[config.mk]
export PLATFORM = sky130hd
export DESIGN_NAME = uart_tx_frame
export DESIGN_NICKNAME = d
export VERILOG_FILES = /design/src/rtl/uart_pkg.sv /design/src/rtl/uart_tx_serializer.sv /design/src/rtl/uart_tx_frame.sv
export SDC_FILE = /design/constraint.sdc
export NUM_CORES = 1
export LEC_CHECK = 0
export CAP_MARGIN = 40
export CORE_MARGIN = 2
export CORE_UTILIZATION = 64
export CTS_BUF_LIST = sky130_fd_sc_hd__clkbuf_8
export DETAILED_ROUTE_END_ITERATION = 16
export PLACE_DENSITY = 0.88
export RECOVER_POWER = 25
export SETUP_SLACK_MARGIN = 0.05
export SKIP_LAST_GASP = 1
export SYNTH_ARGS = -nofsm -noshare
export SYNTH_HDL_FRONTEND = slang
export SYNTH_SLANG_ARGS = --single-unit
[constraint.sdc]
create_clock -name CLK -period 8.5 [get_ports CLK]
set_clock_uncertainty 0.05 [all_clocks]
set_input_delay 1.275 -clock CLK [delete_from_list [all_inputs] [get_ports CLK]]
set_output_delay 1.275 -clock CLK [all_outputs]
set_load 0.05 [all_outputs]
[src/rtl/uart_pkg.sv]
// Shared UART transmit definitions: FSM state encoding and line-level constants.
package uart_pkg;

  typedef enum logic [2:0] {
    IDLE   = 3'd0,
    START  = 3'd1,
    DATA   = 3'd2,
    PARITY = 3'd3,
    STOP   = 3'd4
  } tx_state_e;

  localparam logic START_BIT  = 1'b0;
  localparam logic STOP_BIT   = 1'b1;
  localparam logic IDLE_LEVEL = 1'b1;

  localparam logic EVEN = 1'b0;
  localparam logic ODD  = 1'b1;

endpackage

[src/rtl/uart_tx_serializer.sv]
// Holds the accepted byte and parity type; presents data[bit_idx] LSB-first and the parity bit.
module uart_tx_serializer
  import uart_pkg::*;
#(
  parameter int unsigned DATA_W = 8,
  parameter int unsigned IDX_W  = 3
) (
  input  logic              CLK,
  input  logic              RSTn,
  input  logic              load,
  input  logic [DATA_W-1:0] data_in,
  input  logic              par_typ,
  input  logic [IDX_W-1:0]  bit_idx,
  input  logic              serial_en,
  output logic              serial_bit,
  output logic              parity_bit
);

  logic [DATA_W-1:0] data_q;
  logic              par_typ_q;

  always_ff @(posedge CLK or negedge RSTn) begin
    if (!RSTn) begin
      data_q    <= '0;
      par_typ_q <= EVEN;
    end else if (load) begin
      data_q    <= data_in;
      par_typ_q <= par_typ;
    end
  end

  assign serial_bit = serial_en ? data_q[bit_idx] : IDLE_LEVEL;

  // Even type: total ones including parity even; odd type flips it.
  assign parity_bit = (^data_q) ^ par_typ_q;

endmodule

[src/rtl/uart_tx_frame.sv]
// UART transmit framer: start, DATA_W bits LSB-first, optional parity, one stop bit.
// Parity slot and PAR_EN/PAR_TYP ports exist only when UART_TX_PARITY_EN is defined.
module uart_tx_frame
  import uart_pkg::*;
#(
  parameter int unsigned DATA_W     = 8,
  parameter int unsigned PRESCALE_W = 16
) (
  input  logic                  CLK,
  input  logic                  RSTn,
  input  logic [PRESCALE_W-1:0] Prescale,
  input  logic                  Data_Valid,
  input  logic [DATA_W-1:0]     P_DATA,
`ifdef UART_TX_PARITY_EN
  input  logic                  PAR_EN,
  input  logic                  PAR_TYP,
`endif
  output logic                  Busy,
  output logic                  TX_OUT
);

  localparam int unsigned    IDX_W    = (DATA_W > 1) ? $clog2(DATA_W) : 1;
  localparam logic [IDX_W-1:0] LAST_IDX = IDX_W'(DATA_W - 1);

  tx_state_e             state_q, state_d;
  logic [PRESCALE_W-1:0] cnt_q, cnt_d;
  logic [PRESCALE_W-1:0] period_q, period_d;
  logic [IDX_W-1:0]      idx_q, idx_d;
  logic                  tx_q, tx_d;
  logic                  accept, terminal;
  logic                  par_en, par_typ;
  logic                  serial_bit, parity_bit;

  assign accept   = (state_q == IDLE) && Data_Valid;
  assign terminal = (cnt_q == period_q - PRESCALE_W'(1));

`ifdef UART_TX_PARITY_EN
  logic par_en_q;

  always_ff @(posedge CLK or negedge RSTn) begin
    if (!RSTn) begin
      par_en_q <= 1'b0;
    end else if (accept) begin
      par_en_q <= PAR_EN;
    end
  end

  assign par_en  = par_en_q;
  assign par_typ = PAR_TYP;
`else
  assign par_en  = 1'b0;
  assign par_typ = EVEN;
`endif

  always_comb begin
    state_d  = state_q;
    cnt_d    = cnt_q;
    idx_d    = idx_q;
    period_d = period_q;
    case (state_q)
      IDLE: begin
        cnt_d = '0;
        idx_d = '0;
        if (accept) begin
          state_d  = START;
          period_d = (Prescale == '0) ? PRESCALE_W'(1) : Prescale;
        end
      end
      START: begin
        if (terminal) begin
          state_d = DATA;
          cnt_d   = '0;
          idx_d   = '0;
        end else begin
          cnt_d = cnt_q + PRESCALE_W'(1);
        end
      end
      DATA: begin
        if (terminal) begin
          cnt_d = '0;
          if (idx_q == LAST_IDX) begin
            idx_d   = '0;
            state_d = par_en ? PARITY : STOP;
          end else begin
            idx_d = idx_q + IDX_W'(1);
          end
        end else begin
          cnt_d = cnt_q + PRESCALE_W'(1);
        end
      end
      PARITY: begin
        if (terminal) begin
          state_d = STOP;
          cnt_d   = '0;
        end else begin
          cnt_d = cnt_q + PRESCALE_W'(1);
        end
      end
      STOP: begin
        if (terminal) begin
          state_d = IDLE;
          cnt_d   = '0;
        end else begin
          cnt_d = cnt_q + PRESCALE_W'(1);
        end
      end
      default: begin
        state_d = IDLE;
        cnt_d   = '0;
        idx_d   = '0;
      end
    endcase
  end

  // Line level is derived from the next state so TX_OUT flips in step with the state register.
  always_comb begin
    tx_d = IDLE_LEVEL;
    case (state_d)
      IDLE:    tx_d = IDLE_LEVEL;
      START:   tx_d = START_BIT;
      DATA:    tx_d = serial_bit;
      PARITY:  tx_d = parity_bit;
      STOP:    tx_d = STOP_BIT;
      default: tx_d = IDLE_LEVEL;
    endcase
  end

  always_ff @(posedge CLK or negedge RSTn) begin
    if (!RSTn) begin
      state_q  <= IDLE;
      cnt_q    <= '0;
      period_q <= '0;
      idx_q    <= '0;
      tx_q     <= IDLE_LEVEL;
    end else begin
      state_q  <= state_d;
      cnt_q    <= cnt_d;
      period_q <= period_d;
      idx_q    <= idx_d;
      tx_q     <= tx_d;
    end
  end

  uart_tx_serializer #(
    .DATA_W (DATA_W),
    .IDX_W  (IDX_W)
  ) u_serializer (
    .CLK        (CLK),
    .RSTn       (RSTn),
    .load       (accept),
    .data_in    (P_DATA),
    .par_typ    (par_typ),
    .bit_idx    (idx_d),
    .serial_en  (state_d == DATA),
    .serial_bit (serial_bit),
    .parity_bit (parity_bit)
  );

  assign Busy   = (state_q != IDLE);
  assign TX_OUT = tx_q;

endmodule
# Yosys cells after proc, flatten, opt, wreduce, memory -nomap -nowiden
# Cells that the tools add are included.
# classes
n_div,0
reduce_logical,8
n_lt_le_gt_ge,1
n_shift,0
multipliers,0
bitwise,0
n_addsub,3
eq_ne,9
n_mux,17
# op_table
cell,n
16-bit two-way mux,3
3-bit two-way mux,9
16-bit by 1-bit adder with 16-bit output (second input constant),1
16-bit equality test,1
16-bit logical NOT,1
16-bit by 1-bit subtractor with 16-bit output (second input constant),1
3-bit one-hot mux with 5 select lines,1
3-bit by 2-bit equality test with 1-bit output (second input constant),4
3-bit one-hot mux with 3 select lines,1
8-bit XOR reduction,1
3-bit by 1-bit equality test with 1-bit output (second input constant),2
3-bit equality test (second input constant),2
3-bit by 4-bit less-than comparator with 1-bit output (second input constant),1
4-bit OR reduction,1
3-bit by 1-bit adder with 3-bit output (second input constant),1
1-bit binary-select mux with 3-bit select,1
3-bit logical NOT,1
1-bit one-hot mux with 3 select lines,1
3-bit nonzero test,1
2-bit AND reduction,1
2-bit OR reduction,1
1-bit logical AND,1
1-bit two-way mux,1
# word_totals
word_cells,44
latchBits,0
ff_bits,47
ram_bits,0
out_inout_bits,2
in_bits,27
n_memories,0
romBits,0

# Depth between registers and ports, before layout
# Gate-level depths: netlist of run 1.
# depth
depth_word,7
depth_mapped,14
ltp_nobuf,13

# Hierarchy
# A second synthesis of run 1 with hierarchy kept.
# hier_totals
cells_unflattened,264
area_unflattened_um2,2792.7
# by_module_without_submodules
module,cells_each,seq_area_each_um2,area_each_um2,instances
uart_tx_frame,231,977.2,2312.2,1
uart_tx_serializer,33,225.2,480.5,1

# Worst setup path before layout of run 1
# No wires, ideal clock.
# synth_timing
path_kind,flip-flop to flip-flop
start,register period_q[0]
end,register tx_q (netlist: TX_OUT)
stages_incl_launch_ff,14
arrival_time_ns,3.305
required_ns,8.366
path_slack_ns,5.061
path_buffers,1
setup_time_ns,0.084
synth_period_minus_slack_ns,3.439
cell_sequence,dfrtp_1 inv_1 ha_1 buf_2 nor4b_4 or2b_1 xnor2_1 a2111o_1 or3b_4 nor2_8 nand3_1 a21oi_1 mux2_2 a311o_1
# synth_between
word_cells_on_any_way,16
cone_classes,add/sub: 1; eq/ne: 4; mux: 11
# synth_lines
element,line_no,source
start: declaration,uart_tx_frame.sv:27,"logic [PRESCALE_W-1:0] period_q, period_d;"
start signal: assignment,uart_tx_frame.sv:138,period_q <= period_d;
16-bit by 1-bit subtractor with 16-bit output *,uart_tx_frame.sv:35,assign terminal = (cnt_q == period_q - PRESCALE_W'(1));
16-bit equality test *,uart_tx_frame.sv:35,
"3-bit two-way mux, on equally long branches",-,
3-bit one-hot mux with 5 select lines *,uart_tx_frame.sv:60,case (state_q)
net state_d[1],uart_tx_frame.sv:25,"tx_state_e state_q, state_d;"
"3-bit by 2-bit equality test with 1-bit output, or another cell as far along",uart_tx_frame.sv:118,case (state_d)
1-bit one-hot mux with 3 select lines *,uart_tx_frame.sv:118,
net tx_d,uart_tx_frame.sv:29,"logic tx_q, tx_d;"
end signal: assignment,uart_tx_frame.sv:140,tx_q <= tx_d;
end: declaration,uart_tx_frame.sv:29,
# Mark *: on every way through the listed nets, which the timed path passes. The rest lies on a longest branch. The select of a mux whose other input is x is not followed.
# A chain may end at the register's enable or synchronous reset.

# Worst setup path in the final report of run 1
# layout_timing
start,register period_q[0]
end,register tx_q (netlist: TX_OUT)
# layout_between
elab_chain_len,7
word_cells_on_any_way,16
cone_classes,add/sub: 1; eq/ne: 4; mux: 11
# layout_lines
element,line_no,source
16-bit by 1-bit subtractor with 16-bit output *,uart_tx_frame.sv:35,
16-bit equality test *,uart_tx_frame.sv:35,
"3-bit two-way mux, on equally long branches","uart_tx_frame.sv:79, uart_tx_frame.sv:70",
3-bit one-hot mux with 3 select lines *,uart_tx_frame.sv:60,
net idx_d[1],uart_tx_frame.sv:28,"logic [IDX_W-1:0] idx_q, idx_d;"
1-bit binary-select mux with 3-bit select *,uart_tx_serializer.sv:32,assign serial_bit = serial_en ? data_q[bit_idx] : IDLE_LEVEL;
1-bit two-way mux (not written as such) *,uart_tx_serializer.sv:32,
1-bit one-hot mux with 3 select lines *,uart_tx_frame.sv:118,
net tx_d,uart_tx_frame.sv:29,
# Marked as above.

==> results.py, run 1 <==
metrics = {
    "status": {
        "outcome": "completed",
    },
    "worst_setup_path": {
        "cp-end-kind": "flop",
        "critPathMaxStageDelay_ns": 0.55,
        "crit_family": "simple AND/OR/NAND/NOR gates",
        "cp_common_cell": "inv_1",
        "path_buf_inv": 2,
        "cp_slowest_cell": "nor4b_2",
        "crit_type": "flop to flop",
        "required_ns": 8.68,
        "cp_data_arrival_time_ns": 4.25,
        "cp_max_fo": 9,
        "crit_chain": "inv_1 -> ha_1 -> nor4b_4 -> nand2_1 -> nor4b_1 -> nor2_1 -> a211o_4 -> nor4b_2 -> maj3_1 -> o21ai_1 -> a21oi_1 -> inv_1 -> a311o_1",
        "start_kind": "flop",
    },
    "synth": {
        "synth_area_mm2": 0.00298,
        "syn_avg_cell_area_um2": 9.60,
        "netlist_instances": 310,
        "synth_fp_nets": 341,
        "ys.flop_type": "dfrtp_1",
        "synth_fa_ha_area_share_pct": 2.02,
        "synth_top_cell_area_share_pct": 38.7,
        "synth.mux.area_fraction_pct": 8.62,
        "ys_types": 62,
        "synth_top_family_by_area": "simple AND/OR/NAND/NOR gates",
        "synth_edf_count": 0,
        "synth_seq_area_share_pct": 39.6,
        "yosys.area_share.simple_pct": 22.2,
        "yosysWarnings": 0,
        "synth_compound_area_share_pct": 12.4,
        "netlist.top_cell.by_area": "dfrtp_1",
        "ys_async_sr_fraction_pct": 100,
        "yosys-top-cells-area": "dfrtp_1 39%, mux2_2 7.9%, xnor2_1 6.2%",
        "synth_xor_area_share_pct": 11.5,
        "ys_seq_elements": 47,
    },
    "global_routing": {
        "antenna_found_initial": 0,
        "grt_pass1_vias": 2526,
        "grtUsageTotal_pct": 29.0,
        "overflow": 0,
        "grt_pass1_wl_um": 11700,
        "grt_max_degree": 30,
    },
    "clock_network": {
        "cts_tree": "built",
        "clk_path_buf_depth": 2,
        "cts_htree_levels": 2,
        "cts.sinks": 47,
        "cts-resized-gates": 0,
        "root_buffer": "clkbuf_8",
        "postCtsHoldBufs": 0,
        "cts.clk_slew.worst_paths_ns": 0.08,
        "postCtsSetupBuffers": 0,
        "worstSkewPairLatency_ns": 0.30,
        "cts_made_buffers": 5,
    },
    "job": {
        "drv_cap": 0,
    },
    "finish": {
        "areaGrowthSynthToFinish_pct": 13.8,
        "final_layout_size_suffix_gt1_share_pct": 12.8,
        "fin_util_pct": 76.8,
        "nFillCells": 304,
        "fin_nets": 366,
        "final_common_cell": "dfrtp_1",
        "diodes": 0,
        "mostFrequentLayoutCells": "46 x dfrtp_1, 31 x nor2_1, 27 x clkdlybuf4s50_1",
    },
    "floorplan": {
        "core_mm2": 0.00441,
        "rows": 24,
        "die_w_um": 72.2,
        "initial_core_util_pct": 67.4,
        "die_area_mm2": 0.00521,
        "die_h_um": 72.2,
        "io_pins": 29,
    },
    "hold_path": {
        "min_path_type": "flop to flop",
    },
    "power": {
        "cellLeakagePower_nw": 1.40,
        "peakVddDrop_mv": 0.205,
        "p_per_area_mw_per_mm2": 279,
    },
    "timing": {
        "worstMarginPinSlew_ns": 1.34,
        "finalSetupViolations": 0,
        "fmaxAchievable_mhz": 246,
        "tns_ns": 0,
        "finalCritPeriodShare_pct": 47.9,
        "finalHoldViolations": 0,
        "post-route-min-period_ns": 4.07,
        "maxSlewViolCount": 0,
        "rsz0062_at_grt": "false",
        "maxSlewHeadroom_pct": 10.7,
    },
    "routing": {
        "drt.antenna.violating_nets": 0,
        "drc": 0,
        "dr.pass1.iters": 5,
        "drt_wl_total_um": 6820,
        "drtIter0Drc": 333,
        "wl_per_cell_um": 17.6,
        "num_vias": 2492,
        "vias_per_cell": 6.42,
    },
    "placed_design": {
        "globalplace.congestion": 0.890,
        "hpwl_um": 4930,
        "io_buffers": 28,
    },
}
==> worst reg2reg max path, stage by stage, from the launching register on <==
cell and delay, ns:
dfrtp_1 0.44, inv_1 0.08, ha_1 0.37, nor4b_4 0.47
nand2_1 0.17, nor4b_1 0.41, nor2_1 0.13, a211o_4 0.39
nor4b_2 0.55, maj3_1 0.29, o21ai_1 0.06, a21oi_1 0.22
inv_1 0.10, a311o_1 0.28
==> where the power goes <==
part	internal (mW)	switching [mW]	leakage, nW
clock network	0.0731	0.0730	0.0557
logic	0.196	0.180	0.763
registers	0.296	0.127	0.585
total	0.566	0.381	1.40
==> final timing paths <==
kind	from	endpoint	slack, ns	depth (start not counted)
min in group asynchronous	RSTn	period_q[11]$_DFFE_PN0P_	1.17	1
hold reg to reg	period_q[15]$_DFFE_PN0P_	period_q[15]$_DFFE_PN0P_	0.49	1
setup reg to reg	period_q[0]$_DFFE_PN0P_	TX_OUT$_DFF_PN1_	4.43	13
setup / recovery	period_q[0]$_DFFE_PN0P_	TX_OUT$_DFF_PN1_	4.43	13
max in group asynchronous	RSTn	period_q[0]$_DFFE_PN0P_	5.41	2
hold / removal	period_q[15]$_DFFE_PN0P_	period_q[15]$_DFFE_PN0P_	0.49	1
==> sequential cells by signal, indices dropped and copies added, names as in the netlist <==
name / count
TX_OUT: 1
cnt_q: 16
idx_q: 3
period_q: 16
state_q: 3
u_serializer.data_q: 8
==> Yosys cell counts, types with 2 or more instances <==
library cell and instances:
dfrtp_1 46, nor2_1 32, mux2_2 21, nand2_1 21
xnor2_1 21, xor2_1 18, inv_1 16, nand3_1 14
nor3_1 10, nor4_1 8, clkbuf_1 7, o21ai_0 7
and3_1 6, a21oi_1 5, o22ai_1 5, ha_1 4
nand4_1 4, a41oi_1 3, buf_1 3, buf_2 3
o21ai_1 3, a2111o_1 2, a211oi_1 2, a21o_1 2
a31oi_1 2, mux2i_1 2, nor3b_1 2, nor4b_1 2
o211ai_1 2, o221ai_1 2, or2_2 2, or3_1 2
or4_1 2
==> logic make-up after synthesis <==
group / after synthesis
fa+ha+maj: 5
flops: 47
buf+inv: 29
xor+xnor: 39
compound gates: 49
simple gates: 118
mux: 23
==> through the flow <==
stage	power [mW]	worst slack, ns	hold slack [ns]	cell area, um2	cells
floorplan	0.690	5.06	0.441	2980	310
finish	0.946	4.43	0.490	3390	388
CTS	0.945	4.53	0.488	3410	388
global route	1.01	4.20	0.505	3390	388
global placement	0.768	4.77	0.466	3270	378
detailed placement	0.791	4.67	0.472	3310	380
==> area by class of cell <==
class / count / area, um2 / share of cell area, %
Clock buffer: 7 / 96.3 / 2.84
Clock inverter: 1 / 3.75 / 0.111
Inverter: 16 / 60.1 / 1.77
Multi-Input combinational cell: 234 / 1690 / 49.9
Sequential cell: 47 / 1180 / 34.7
Tap cell: 52 / 65.1 / 1.92
Timing Repair Buffer: 31 / 297 / 8.75
==> per-layer routing <==
metal	track usage, %	vias up	part of all wire [%]
li1	-	1168	-
met5	0	-	0
met4	11.7	0	3.0
met1	39.4	1169	43
met2	45.9	130	47
met3	5.56	25	7.2
Power figures use the tool's default switching activity.
==> run 2: changes to the inputs <==
--- a/config.mk
+++ b/config.mk
@@ -7,10 +7,10 @@
 export LEC_CHECK = 0
 export CAP_MARGIN = 40
 export CORE_MARGIN = 2
-export CORE_UTILIZATION = 64
+export CORE_UTILIZATION = 54
 export CTS_BUF_LIST = sky130_fd_sc_hd__clkbuf_8
 export DETAILED_ROUTE_END_ITERATION = 16
-export PLACE_DENSITY = 0.88
+export PLACE_DENSITY = 0.79
 export RECOVER_POWER = 25
 export SETUP_SLACK_MARGIN = 0.05
 export SKIP_LAST_GASP = 1
==> constraint.sdc (replaced) <==
create_clock -name CLK -period 3.3 [get_ports CLK]
set_clock_uncertainty 0.05 [all_clocks]
set_input_delay 0.495 -clock CLK [delete_from_list [all_inputs] [get_ports CLK]]
set_output_delay 0.495 -clock CLK [all_outputs]
set_load 0.05 [all_outputs]
==> results.py, run 2 (synthesized netlist as in run 1, its figures left out) <==
metrics = {
    "status": {
        "outcome": "complete, but fails checks",
        "violations": "negative setup slack",
    },
    "timing": {
        "timing.final.ws_setup_ns": -0.0845,
        "rsz0062_at_grt": "true",
        "finalCritPeriodShare_pct": 103,
        "maxSlewHeadroom_pct": 6.47,
        "holdWs_ns": 0.359,
        "worstMarginPinSlew_ns": 1.40,
        "fmaxAchievable_mhz": 295,
        "maxSlewViolCount": 0,
        "finalSetupViolations": 1,
        "finalHoldViolations": 0,
        "post-route-min-period_ns": 3.38,
    },
    "finish": {
        "areaGrowthSynthToFinish_pct": 26.8,
        "mostFrequentLayoutCells": "45 x dfrtp_1, 30 x nor2_1, 29 x buf_4",
        "final_layout_size_suffix_gt1_share_pct": 25.8,
        "reg_top3": "cnt_q (16), period_q (16), u_serializer.data_q (8)",
        "nFillCells": 394,
        "fin_nets": 395,
        "final_common_cell": "dfrtp_1",
        "diodes": 0,
        "final_cells": 437,
    },
    "global_routing": {
        "grt_pass1_vias": 2547,
        "grt_max_degree": 27,
        "grt_pass1_wl_um": 11800,
        "grtUsageTotal_pct": 24.2,
        "antenna_found_initial": 0,
        "overflow": 0,
    },
    "clock_network": {
        "cts_tree": "built",
        "cts_htree_levels": 2,
        "cts.sinks": 47,
        "cts.clk_slew.worst_paths_ns": 0.09,
        "clk_path_buf_depth": 2,
        "worstSkewPairLatency_ns": 0.31,
        "cts_made_buffers": 5,
        "root_buffer": "clkbuf_8",
    },
    "placed_design": {
        "io_buffers": 28,
        "dp.cells": 416,
        "hpwl_um": 5060,
        "globalplace.congestion": 0.970,
    },
    "routing": {
        "wl_per_cell_um": 17.7,
        "drc": 0,
        "dr.pass1.iters": 5,
        "num_vias": 2622,
        "drt.antenna.violating_nets": 0,
        "drt_wl_total_um": 7740,
        "vias_per_cell": 6.00,
        "drtIter0Drc": 253,
    },
    "job": {
        "drv_cap": 0,
    },
    "floorplan": {
        "die_w_um": 78.2,
        "io_pins": 29,
        "die_area_mm2": 0.00612,
        "die_h_um": 78.2,
        "initial_core_util_pct": 55.1,
        "rows": 27,
        "core_mm2": 0.00541,
    },
    "hold_path": {
        "min_path_type": "input pin to async pin",
    },
    "worst_setup_path": {
        "start_kind": "flop",
        "required_ns": 3.50,
        "cp-end-kind": "flop",
        "r2r_setup_slack_ns": -0.08,
        "ff2ff_path_depth": 13,
        "crit_type": "flop to flop",
        "cp_data_arrival_time_ns": 3.58,
        "cp_max_fo": 5,
    },
    "power": {
        "p_per_area_mw_per_mm2": 710,
        "cellLeakagePower_nw": 1.57,
        "peakVddDrop_mv": 0.647,
    },
}
==> run 2: cell types whose count changed in the layout (fill, tap and decap cells not counted), sizes merged <==
cell / previous run / this run
clkinv: 0 / 2
clkbuf: 9 / 7
buf: 2 / 30
nor2: 33 / 34
==> run 2: layout make-up <==
| class | count | area [um2] | share of cell area (%) |
|---|---|---|---|
| inverter | 16 | 60.1 | 1.59 |
| sequential | 47 | 1180 | 31.2 |
| multi-input combinational | 235 | 1850 | 48.9 |
| tap | 72 | 90.1 | 2.39 |
| clock inverter | 3 | 22.5 | 0.597 |
| clock buffer | 5 | 68.8 | 1.82 |
| timing repair buffer | 59 | 507 | 13.4 |
==> run 2: final timing paths <==
kind                                                 to                    start
worst min register to register       cnt_q[0]$_DFF_PN0_       cnt_q[0]$_DFF_PN0_
worst min-delay path                cnt_q[15]$_DFF_PN0_                     RSTn
min in group CLK                     cnt_q[0]$_DFF_PN0_       cnt_q[0]$_DFF_PN0_
worst max-delay path                   TX_OUT$_DFF_PN1_  period_q[0]$_DFFE_PN0P_
worst max register to register         TX_OUT$_DFF_PN1_  period_q[0]$_DFFE_PN0P_
max in group asynchronous       period_q[2]$_DFFE_PN0P_                     RSTn
==> run 2: layer usage <==
metal  up-vias  part of all wire, %  track usage, %
met5         -                    0               0
met4         0                  3.3            8.60
met3        25                  5.2            4.25
met2        93                   52            42.5
met1      1274                   40            30.1
li1       1230                    -               -
==> run 2: timing repair <==
item	CTS	global route
hold buffers	0	0
endpoints found under the setup margin	1	2
setup buffers	2	10
gates cloned	1	0
resized for setup	8	18
pin swaps	4	17
==> run 2: power breakdown <==
part           internal (mW)  switching, mW
clock                  0.152          0.210
sequential             0.765          0.283
combinational          0.653          0.614
==> run 2: metrics by stage <==
step	TNS (ns)	util [%]	setup slack, ns	power, mW	cell area [um2]
floorplan	-0.0122	-	-0.0122	1.79	3000
global placement	0	63.7	0.0361	2.12	3440
detailed placement	-0.0656	64.1	-0.0656	2.16	3460
CTS	0	66.9	0.0515	2.56	3620
global route	-0.240	69.8	-0.186	2.83	3770
finish	-0.0845	69.8	-0.0845	2.68	3770
==> run 2: critical path: stages, from the launching register on <==
cell and delay (ns):
dfrtp_1 0.41, inv_2 0.08, ha_4 0.14, nor4b_4 0.31, or2b_1 0.29, xnor2_1 0.15, a2111o_1 0.34, or3b_4 0.49
nor2_8 0.17, nand4_1 0.13, nand3_2 0.16, a211oi_2 0.06, a31o_1 0.18, a311o_1 0.34
==> run 3: changes to the inputs <==
--- a/config.mk
+++ b/config.mk
@@ -7,10 +7,10 @@
 export LEC_CHECK = 0
 export CAP_MARGIN = 40
 export CORE_MARGIN = 2
-export CORE_UTILIZATION = 54
+export CORE_UTILIZATION = 50
 export CTS_BUF_LIST = sky130_fd_sc_hd__clkbuf_8
 export DETAILED_ROUTE_END_ITERATION = 16
-export PLACE_DENSITY = 0.79
+export PLACE_DENSITY = 0.74
 export RECOVER_POWER = 25
 export SETUP_SLACK_MARGIN = 0.05
 export SKIP_LAST_GASP = 1
==> results.py, run 3 (synthesized netlist as in run 1, its figures left out) <==
metrics = {
    "routing": {
        "drt_wl_total_um": 7110,
        "wl_met3_um": 260,
        "wl_met2_um": 3580,
        "drc": 0,
        "drt.antenna.violating_nets": 0,
        "drtIter0Drc": 117,
        "vias_per_cell": 5.71,
        "wl_per_cell_um": 16.2,
        "highest_layer": "met4",
        "num_vias": 2512,
        "dr.pass1.iters": 4,
        "drt-met1-wl_um": 3060,
    },
    "placed_design": {
        "place_area_mm2": 0.00348,
        "globalplace.congestion": 0.935,
        "hpwl_um": 5210,
        "io_buffers": 28,
    },
    "global_routing": {
        "overflow": 0,
        "grt_max_degree": 30,
        "grt_pass1_vias": 2531,
        "grt_pass1_wl_um": 11700,
        "grtUsageTotal_pct": 23.2,
        "antenna_found_initial": 0,
    },
    "worst_setup_path": {
        "start_kind": "flop",
        "required_ns": 3.49,
        "cp_data_arrival_time_ns": 3.55,
        "crit_family": "compound AO/OA/AOI/OAI gates",
        "critPathMaxStageDelay_ns": 0.47,
        "cp_max_fo": 7,
        "cp_slowest_cell": "or3b_4",
        "cp-end-kind": "flop",
        "path_buf_inv": 2,
        "crit_chain": "inv_2 -> ha_4 -> buf_4 -> nand3_1 -> a221oi_1 -> a41oi_1 -> a2111o_1 -> or3b_4 -> nor2_8 -> o21ai_2 -> nand2_2 -> a21oi_4 -> mux2_4 -> a311o_1",
        "crit_type": "flop to flop",
    },
    "timing": {
        "rsz0062_at_grt": "true",
        "finalHoldViolations": 0,
        "maxSlewHeadroom_pct": 12.0,
        "maxSlewViolCount": 0,
        "timing.final.ws_setup_ns": -0.0548,
        "worstMarginPinSlew_ns": 1.32,
        "post-route-min-period_ns": 3.35,
        "finalCritPeriodShare_pct": 102,
        "tns_ns": -0.0548,
        "fmaxAchievable_mhz": 298,
        "finalSetupViolations": 1,
    },
    "clock_network": {
        "root_buffer": "clkbuf_8",
        "worstSkewPairLatency_ns": 0.31,
        "cts.clk_slew.worst_paths_ns": 0.09,
        "postCtsHoldBufs": 0,
        "cts_made_buffers": 5,
        "cts_tree": "built",
        "cts.sinks": 47,
        "clk_path_buf_depth": 2,
        "cts_htree_levels": 2,
    },
    "status": {
        "outcome": "complete, but fails checks",
        "violations": "negative setup slack",
    },
    "power": {
        "p_per_area_mw_per_mm2": 731,
        "peakVddDrop_mv": 0.445,
        "cellLeakagePower_nw": 1.56,
    },
    "floorplan": {
        "die_w_um": 81.2,
        "die_area_mm2": 0.00659,
        "core_mm2": 0.00585,
        "io_pins": 29,
        "initial_core_util_pct": 50.9,
        "die_h_um": 81.2,
        "rows": 28,
    },
    "finish": {
        "final_common_cell": "dfrtp_1",
        "fin_nets": 395,
        "mostFrequentLayoutCells": "46 x dfrtp_1, 30 x nor2_1, 30 x buf_4",
        "ff_latch_area_mm2": 0.00118,
        "areaGrowthSynthToFinish_pct": 25.6,
        "diodes": 0,
        "reg_top3": "cnt_q (16), period_q (16), u_serializer.data_q (8)",
        "multiInputGateArea_mm2": 0.00176,
        "nFillCells": 477,
        "final_area_mm2": 0.00374,
        "final_layout_size_suffix_gt1_share_pct": 22.7,
    },
    "job": {
        "drv_cap": 0,
    },
    "hold_path": {
        "min_path_type": "input pin to async pin",
    },
}
-- run 3: cell types whose count changed in the layout (fill, tap and decap cells not counted), sizes merged --
cell      before  now
buf           30   31
bufinv         0    2
clkinv         2    0
clkinvlp       0    1
inv           17   16
nor2          34   33
-- run 3: where the power goes --
| group | switching [mW] | internal (mW) |
|---|---|---|
| Combinational | 0.571 | 0.636 |
| Clock | 0.210 | 0.302 |
| Sequential | 0.253 | 0.764 |
| Total | 1.03 | 1.70 |
-- run 3: cell type report --
type	count	area share, %
clock buffer	5	1.84
clock inverter	3	1.81
inverter	16	1.61
multi-input combinational	234	47.0
sequential	47	31.5
tap	75	2.51
timing repair buffer	60	13.8
-- run 3: stage by stage --
| step | worst slack, ns | hold WS [ns] | instances | util [%] | total power [mW] |
|---|---|---|---|---|---|
| floorplan | -0.0122 | 0.149 | 310 | - | 1.79 |
| global placement | 0.0768 | 0.480 | 420 | 59.2 | 2.14 |
| detailed placement | -0.0219 | 0.469 | 421 | 59.5 | 2.17 |
| CTS | 0.0534 | 0.129 | 435 | 63.3 | 2.71 |
| global route | -0.123 | 0.496 | 440 | 63.9 | 2.91 |
| finish | -0.0548 | 0.375 | 440 | 63.9 | 2.74 |
-- run 3: worst paths after layout --
path                       cells past startpoint  slack [ns]               startpoint                            endpoint
setup / recovery                              14       -0.05  period_q[1]$_DFFE_PN0P_                    TX_OUT$_DFF_PN1_
hold / removal                                 1        0.38                     RSTn                 cnt_q[15]$_DFF_PN0_
setup reg to reg                              14       -0.05  period_q[1]$_DFFE_PN0P_                    TX_OUT$_DFF_PN1_
hold reg to reg                                1        0.51       cnt_q[0]$_DFF_PN0_                  cnt_q[0]$_DFF_PN0_
max in group asynchronous                      2        1.03                     RSTn  u_serializer.data_q[2]$_DFFE_PN0P_
min in group CLK                               1        0.51       cnt_q[0]$_DFF_PN0_                  cnt_q[0]$_DFF_PN0_
-- run 3: per-layer routing --
| layer | GRT usage [%] | vias to the layer above |
|---|---|---|
| met4 | 9.66 | 0 |
| met5 | 0 | - |
| met2 | 40.7 | 59 |
| met3 | 3.89 | 14 |
| met1 | 28.3 | 1220 |
| li1 | - | 1219 |
-- run 3: repair_timing --
| action | 4_1_cts | 5_1_grt |
|---|---|---|
| pin swaps | 9 | 11 |
| endpoints found under the setup margin | 1 | 1 |
| setup buffers | 6 | 5 |
| resized for setup | 8 | 6 |
| endpoints found under the hold margin | 0 | 0 |
